==> src/rtl/rf_access_arbiter.sv <==
// rf_access_arbiter
//   Round-robin arbiter and sequencer that shares one 2**ADDR_W x 1-bit
//   register file among NREQ requesters. Each granted request becomes one
//   registered write or read access lasting a single ACCESS cycle. Read data
//   is returned in the following cycle with a one-cycle rvalid pulse.
//
// Ports
//   clk        in   system clock, rising edge
//   clr        in   asynchronous active-high reset (shared with register file)
//   req        in   per-requester request, held until gnt is seen
//   we         in   per-requester op: 1 = write, 0 = read
//   addr       in   per-requester address, requester i at [i*ADDR_W +: ADDR_W]
//   wdata      in   per-requester write bit
//   gnt        out  one-hot grant, high for the single ACCESS cycle
//   rvalid     out  read data valid, one-cycle pulse
//   rid        out  one-hot owner of rdata (zero when rvalid is low)
//   rdata      out  read data bit (holds last read value)
//   rf_enable  out  register-file write enable
//   rf_wsel    out  register-file write select
//   rf_d       out  register-file write data
//   rf_rsel    out  register-file read select
//   rf_q       in   register-file read data, combinational from rf_rsel
module rf_access_arbiter #(
  parameter int NREQ   = 4,
  parameter int ADDR_W = 3
) (
  input  logic                     clk,
  input  logic                     clr,
  input  logic [NREQ-1:0]          req,
  input  logic [NREQ-1:0]          we,
  input  logic [NREQ*ADDR_W-1:0]   addr,
  input  logic [NREQ-1:0]          wdata,
  output logic [NREQ-1:0]          gnt,
  output logic                     rvalid,
  output logic [NREQ-1:0]          rid,
  output logic                     rdata,
  output logic                     rf_enable,
  output logic [ADDR_W-1:0]        rf_wsel,
  output logic                     rf_d,
  output logic [ADDR_W-1:0]        rf_rsel,
  input  logic                     rf_q
);

  localparam int PTR_W = (NREQ > 1) ? $clog2(NREQ) : 1;

  typedef enum logic {
    ST_IDLE,
    ST_ACCESS
  } state_t;

  state_t              r_state,     w_state_nxt;
  logic [PTR_W-1:0]    r_ptr,       w_ptr_nxt;
  logic [NREQ-1:0]     r_gnt,       w_gnt_nxt;
  logic                r_rvalid,    w_rvalid_nxt;
  logic [NREQ-1:0]     r_rid,       w_rid_nxt;
  logic                r_rdata,     w_rdata_nxt;
  logic                r_rf_enable, w_rf_enable_nxt;
  logic [ADDR_W-1:0]   r_rf_wsel,   w_rf_wsel_nxt;
  logic                r_rf_d,      w_rf_d_nxt;
  logic [ADDR_W-1:0]   r_rf_rsel,   w_rf_rsel_nxt;

  logic                w_found;
  logic [PTR_W-1:0]    w_win;

  // Round-robin search: the first requester at or after r_ptr, wrapping at
  // NREQ (not at 2**PTR_W) so non-power-of-two counts never see a ghost slot.
  always_comb begin
    int idx;
    // NOTE: every variable written here gets a default first so no path
    // leaves it unassigned, which would otherwise infer a latch.
    w_found = 1'b0;
    w_win   = '0;
    idx     = 0;
    for (int k = 0; k < NREQ; k++) begin
      idx = int'(r_ptr) + k;
      if (idx >= NREQ) idx = idx - NREQ;
      if (!w_found && req[idx]) begin
        w_found = 1'b1;
        w_win   = PTR_W'(idx);
      end
    end
  end

  // Next-state and next-output logic. The latched op lives in the rf_*
  // registers themselves: during ACCESS, rf_enable is the latched we.
  always_comb begin
    w_state_nxt     = r_state;
    w_ptr_nxt       = r_ptr;
    w_gnt_nxt       = '0;
    w_rvalid_nxt    = 1'b0;
    w_rid_nxt       = '0;
    w_rdata_nxt     = r_rdata;
    w_rf_enable_nxt = 1'b0;
    w_rf_wsel_nxt   = '0;
    w_rf_d_nxt      = 1'b0;
    w_rf_rsel_nxt   = '0;
    case (r_state)
      ST_IDLE: begin
        if (w_found) begin
          w_state_nxt     = ST_ACCESS;
          w_ptr_nxt       = (w_win == PTR_W'(NREQ - 1)) ? '0 : w_win + 1'b1;
          w_gnt_nxt       = NREQ'(1) << w_win;
          w_rf_enable_nxt = we[w_win];
          w_rf_wsel_nxt   = addr[w_win*ADDR_W +: ADDR_W];
          w_rf_rsel_nxt   = addr[w_win*ADDR_W +: ADDR_W];
          w_rf_d_nxt      = wdata[w_win];
        end
      end
      ST_ACCESS: begin
        // The register file commits a write on this same edge; a read is
        // captured from rf_q and reported to the owner of the grant.
        w_state_nxt = ST_IDLE;
        if (!r_rf_enable) begin
          w_rvalid_nxt = 1'b1;
          w_rid_nxt    = r_gnt;
          w_rdata_nxt  = rf_q;
        end
      end
      default: w_state_nxt = ST_IDLE;
    endcase
  end

  // NOTE: state registers use non-blocking assignments so every register
  // samples pre-edge values regardless of process evaluation order.
  always_ff @(posedge clk or posedge clr) begin
    if (clr) begin
      r_state     <= ST_IDLE;
      r_ptr       <= '0;
      r_gnt       <= '0;
      r_rvalid    <= 1'b0;
      r_rid       <= '0;
      r_rdata     <= 1'b0;
      r_rf_enable <= 1'b0;
      r_rf_wsel   <= '0;
      r_rf_d      <= 1'b0;
      r_rf_rsel   <= '0;
    end else begin
      r_state     <= w_state_nxt;
      r_ptr       <= w_ptr_nxt;
      r_gnt       <= w_gnt_nxt;
      r_rvalid    <= w_rvalid_nxt;
      r_rid       <= w_rid_nxt;
      r_rdata     <= w_rdata_nxt;
      r_rf_enable <= w_rf_enable_nxt;
      r_rf_wsel   <= w_rf_wsel_nxt;
      r_rf_d      <= w_rf_d_nxt;
      r_rf_rsel   <= w_rf_rsel_nxt;
    end
  end

  assign gnt       = r_gnt;
  assign rvalid    = r_rvalid;
  assign rid       = r_rid;
  assign rdata     = r_rdata;
  assign rf_enable = r_rf_enable;
  assign rf_wsel   = r_rf_wsel;
  assign rf_d      = r_rf_d;
  assign rf_rsel   = r_rf_rsel;

endmodule
==> config.mk <==
export PLATFORM = sky130hd
export DESIGN_NAME = rf_access_arbiter
export DESIGN_NICKNAME = d
export VERILOG_FILES = /design/src/rtl/rf_access_arbiter.sv
export SDC_FILE = /design/constraint.sdc
export NUM_CORES = 1
export LEC_CHECK = 0
export ABC_CLOCK_PERIOD_IN_PS = 2400
export BUFFER_PORTS_ARGS = -buffer_cell sky130_fd_sc_hd__buf_4
export CORE_MARGIN = 4
export CORE_UTILIZATION = 40
export CTS_CLUSTER_SIZE = 20
export DETAILED_ROUTE_END_ITERATION = 8
export PLACE_DENSITY = 0.72
export SYNTH_ARGS = -nofsm -noshare
export SYNTH_HDL_FRONTEND = slang
export SYNTH_SLANG_ARGS = --single-unit
==> constraint.sdc <==
create_clock -name clk -period 2.4 [get_ports clk]
set_clock_uncertainty 0.2 [all_clocks]
set_input_delay 0.12 -clock clk [delete_from_list [all_inputs] [get_ports clk]]
set_output_delay 0.12 -clock clk [all_outputs]
set_load 0.02 [all_outputs]
==> summary.md <==
| Metric | Value |
|---|---|
| Met2 Routed Length | `1.09 mm` |
| Launching element type of the critical path | `register` |
| GPL Wtd Cong | `0.739` |
| Drt first-iter violations | `14` |
| Synthesized flop and latch total | `18` |
| Final antenna diode count | `0` |
| Yosys synthesis warning count | `0` |
| Pwr/cell area | `920 nW/um2` |
| Worst r2r src | `r_ptr[1]$_DFFE_PP0P_` |
| Highest-count cells in the layout ignoring fill and taps | `45 x buf_4, 18 x dfrtp_1, 12 x dlygate4sd3_1, 10 x nand4_1, 8 x and2_1` |
| Count of max-cap constraint violations | `0` |
| Via/cell ratio | `5.04` |
| Setup repair after global routing missed its margin | `no` |
| Arrival time of the worst setup path | `2330 ps` |
| Final Max Slew Viols | `0` |
| Setup violators final | `0` |
| Rows | `16` |
| Floorplan die width | `55.1 um` |
| Pin count of the biggest net entering global routing | `19` |
| Post-Route WL | `2.09 mm` |
| Number of antenna violations at the first check in global routing | `0` |
| Die area | `3040 um2` |
| Maximum fanout along the worst path | `13` |
| Final net count | `163` |
| Highest layer used for signal routing | `met4` |
| Fill count | `157` |
| Number of top-level pins | `45` |
| Count of nets left with antenna violations after detail routing | `0` |
| Post-CTS setup buffers | `0` |
| Synth Cell Area | `888 um2` |
| Fin area | `1370 um2` |
| Core area | `2040 um2` |
| Root buffer selected by CTS | `clkbuf_4` |
| Average cell area after synthesis | `11.7 um2` |
| # resized after CTS | `0` |
| TritonRoute pass-1 iters | `4` |
| Required time worst endpoint | `2440 ps` |
| Post-route clock period utilization | `95.5%` |
| Slew at the pin closest to its max-slew limit | `657 ps` |
| Ratio of cells with drive above 1 in the final layout | `41.2%` |
| Total negative slack for setup checks | `0 ps` |
| Clock latency reported for the late side of the worst-skew pair | `290 ps` |
| Maximum operating frequency | `436 MHz` |
| Slack of the worst reg-to-reg path | `110 ps` |
| Post-DP Area | `1210 um2` |
| Max rail drop VDD | `0.577 mV` |
| Clk sink count | `18` |
| DR vias | `796` |
| Depth of the worst register-to-register path | `7` |
| Launching instance or port of the critical path | `r_ptr[1]$_DFFE_PP0P_` |
| Leakage power summed over all cells | `0.696 nW` |
| Slew HR | `56.2%` |
| Overall routing resource usage | `15.6%` |
| Setup Crit Path Kind | `register to register` |
| Area Growth Syn to Fin | `54.2%` |
| R2R Path End | `rf_rsel[2]$_DFF_PP0_` |
| Total half-perimeter wirelength after legalization and detailed placement | `1.50 mm` |
| H-tree depth reported by CTS | `1` |
| Period minus WS final | `2290 ps` |
| Post-Synthesis Cells | `76` |
| Clock-pin slew of the registers on the worst-case setup and hold paths | `100 ps` |
| Run status | `complete, no violations` |
| TritonCTS clock tree | `yes` |
| Initial Utilization | `43.5%` |
| Residual overflow from global routing | `0` |
| Last element of the critical path | `rf_rsel[2]$_DFF_PP0_` |
| Met3 wire length | `172 um` |
| Synth Net Count | `107` |
| Die span in y | `55.1 um` |
| Hold Violations, Final | `0` |
| Number of clock buffers inserted by TritonCTS | `3` |
| Port Buffer Count | `44` |
| Portion of the post-synthesis area used by sequential elements | `50.7%` |
| Number of global-route vias before repair | `817` |
| Number of design rule violations left after detail routing | `0` |
| Cell variety after synth | `25` |
| First-pass GRT wire length | `3.34 mm` |
| Final cell utilization of the core | `67.1%` |
| Max clock buf depth | `2` |
| Worst min path class | `primary input to register` |
| Most common cell after layout, fill and taps aside | `buf_4` |
| Metal-1 WL | `804 um` |
| Worst hold slack after final layout | `165 ps` |
| Average detailed-routed wire length per instance | `13.2 um` |
| Type of element capturing the critical path | `register` |
==> report_power, final <==
group          internal, mW  switching, mW
Sequential            0.390         0.0561
Clock                0.0926         0.0940
Combinational         0.300          0.329
==> what timing repair did <==
action / CTS / global route
endpoints found under the hold margin: 24 / 0
setup endpoints to repair: 0 / 0
hold buffers: 12 / 0
==> layer usage <==
metal  track usage [%]  vias to the layer above
li1                  -                      387
met1              17.2                      369
met2              29.1                       38
met3              3.49                        2
met4              4.86                        0
met5                 0                        -
==> cell usage after synthesis (all sizes together) <==
| library cell | number | area share (%) |
|---|---|---|
| and2 | 8 | 5.6 |
| dfrtp | 18 | 51 |
| inv | 4 | 2.0 |
| nand4 | 10 | 7.0 |
| nor3b | 1 | 0.85 |
| a21oi | 3 | 1.7 |
| mux2 | 2 | 2.5 |
| o21a | 2 | 2.5 |
| o211ai | 5 | 4.2 |
| o22a | 2 | 2.1 |
| nand2 | 1 | 0.42 |
| nor2 | 1 | 0.42 |
| buf | 6 | 5.2 |
| a21boi | 1 | 0.85 |
| nor2b | 1 | 0.70 |
| mux2i | 6 | 6.8 |
| ha | 4 | 5.6 |
| nor4 | 1 | 0.70 |
==> worst min-delay path by stage <==
stage	cells past startpoint	start	endpoint	slack (ps)
2_1_floorplan	1	clr	gnt[0]$_DFF_PP0_	-140
3_3_place_gp	2	clr	rid[0]$_DFF_PP0_	50
3_5_place_dp	2	clr	rf_rsel[2]$_DFF_PP0_	60
4_1_cts	3	req[0]	r_state$_DFF_PP0_	150
5_1_grt	3	req[0]	r_state$_DFF_PP0_	190
6_report	3	req[0]	r_state$_DFF_PP0_	160
==> critical path, cell delays in order (launching register included) <==
cell	delay, ps
dfrtp_1	450
mux2i_1	140
a21oi_1	220
o21a_4	230
inv_4	100
mux2i_1	130
o211ai_1	200
dlygate4sd3_1	570
==> cells by family after synthesis <==
family                     synth area share [%]
buffers and inverters                      7.18
DFF                                        50.7
and+or+nand+nor                            15.8
muxes                                      9.30
adders and majority gates                  5.63
AOI/OAI and AO/OA                          11.4
==> state kept, by name, indices dropped and copies added, names as in the netlist <==
signal	cells
rid	4
rf_d	1
rf_rsel	3
gnt	4
r_state	1
r_ptr	2
rdata	1
rvalid	1
rf_enable	1
==> stage by stage <==
step,power (mW),instances,setup WS (ps)
6_report,1.26,158,109
3_3_place_gp,1.01,142,624
4_1_cts,1.26,158,146
5_1_grt,1.34,158,7.78
3_5_place_dp,1.03,142,574
2_1_floorplan,0.836,76,663
==> final cells by class <==
cell class                      count  area, um2  share of cell area [%]
Timing Repair Buffer               57        458                    33.4
Sequential cell                    18        450                    32.9
Multi-Input combinational cell     48        374                    27.3
Clock buffer                        4       36.3                    2.65
Tap cell                           27       33.8                    2.47
Inverter                            4       17.5                    1.28
(Power assumes the default switching activity.)
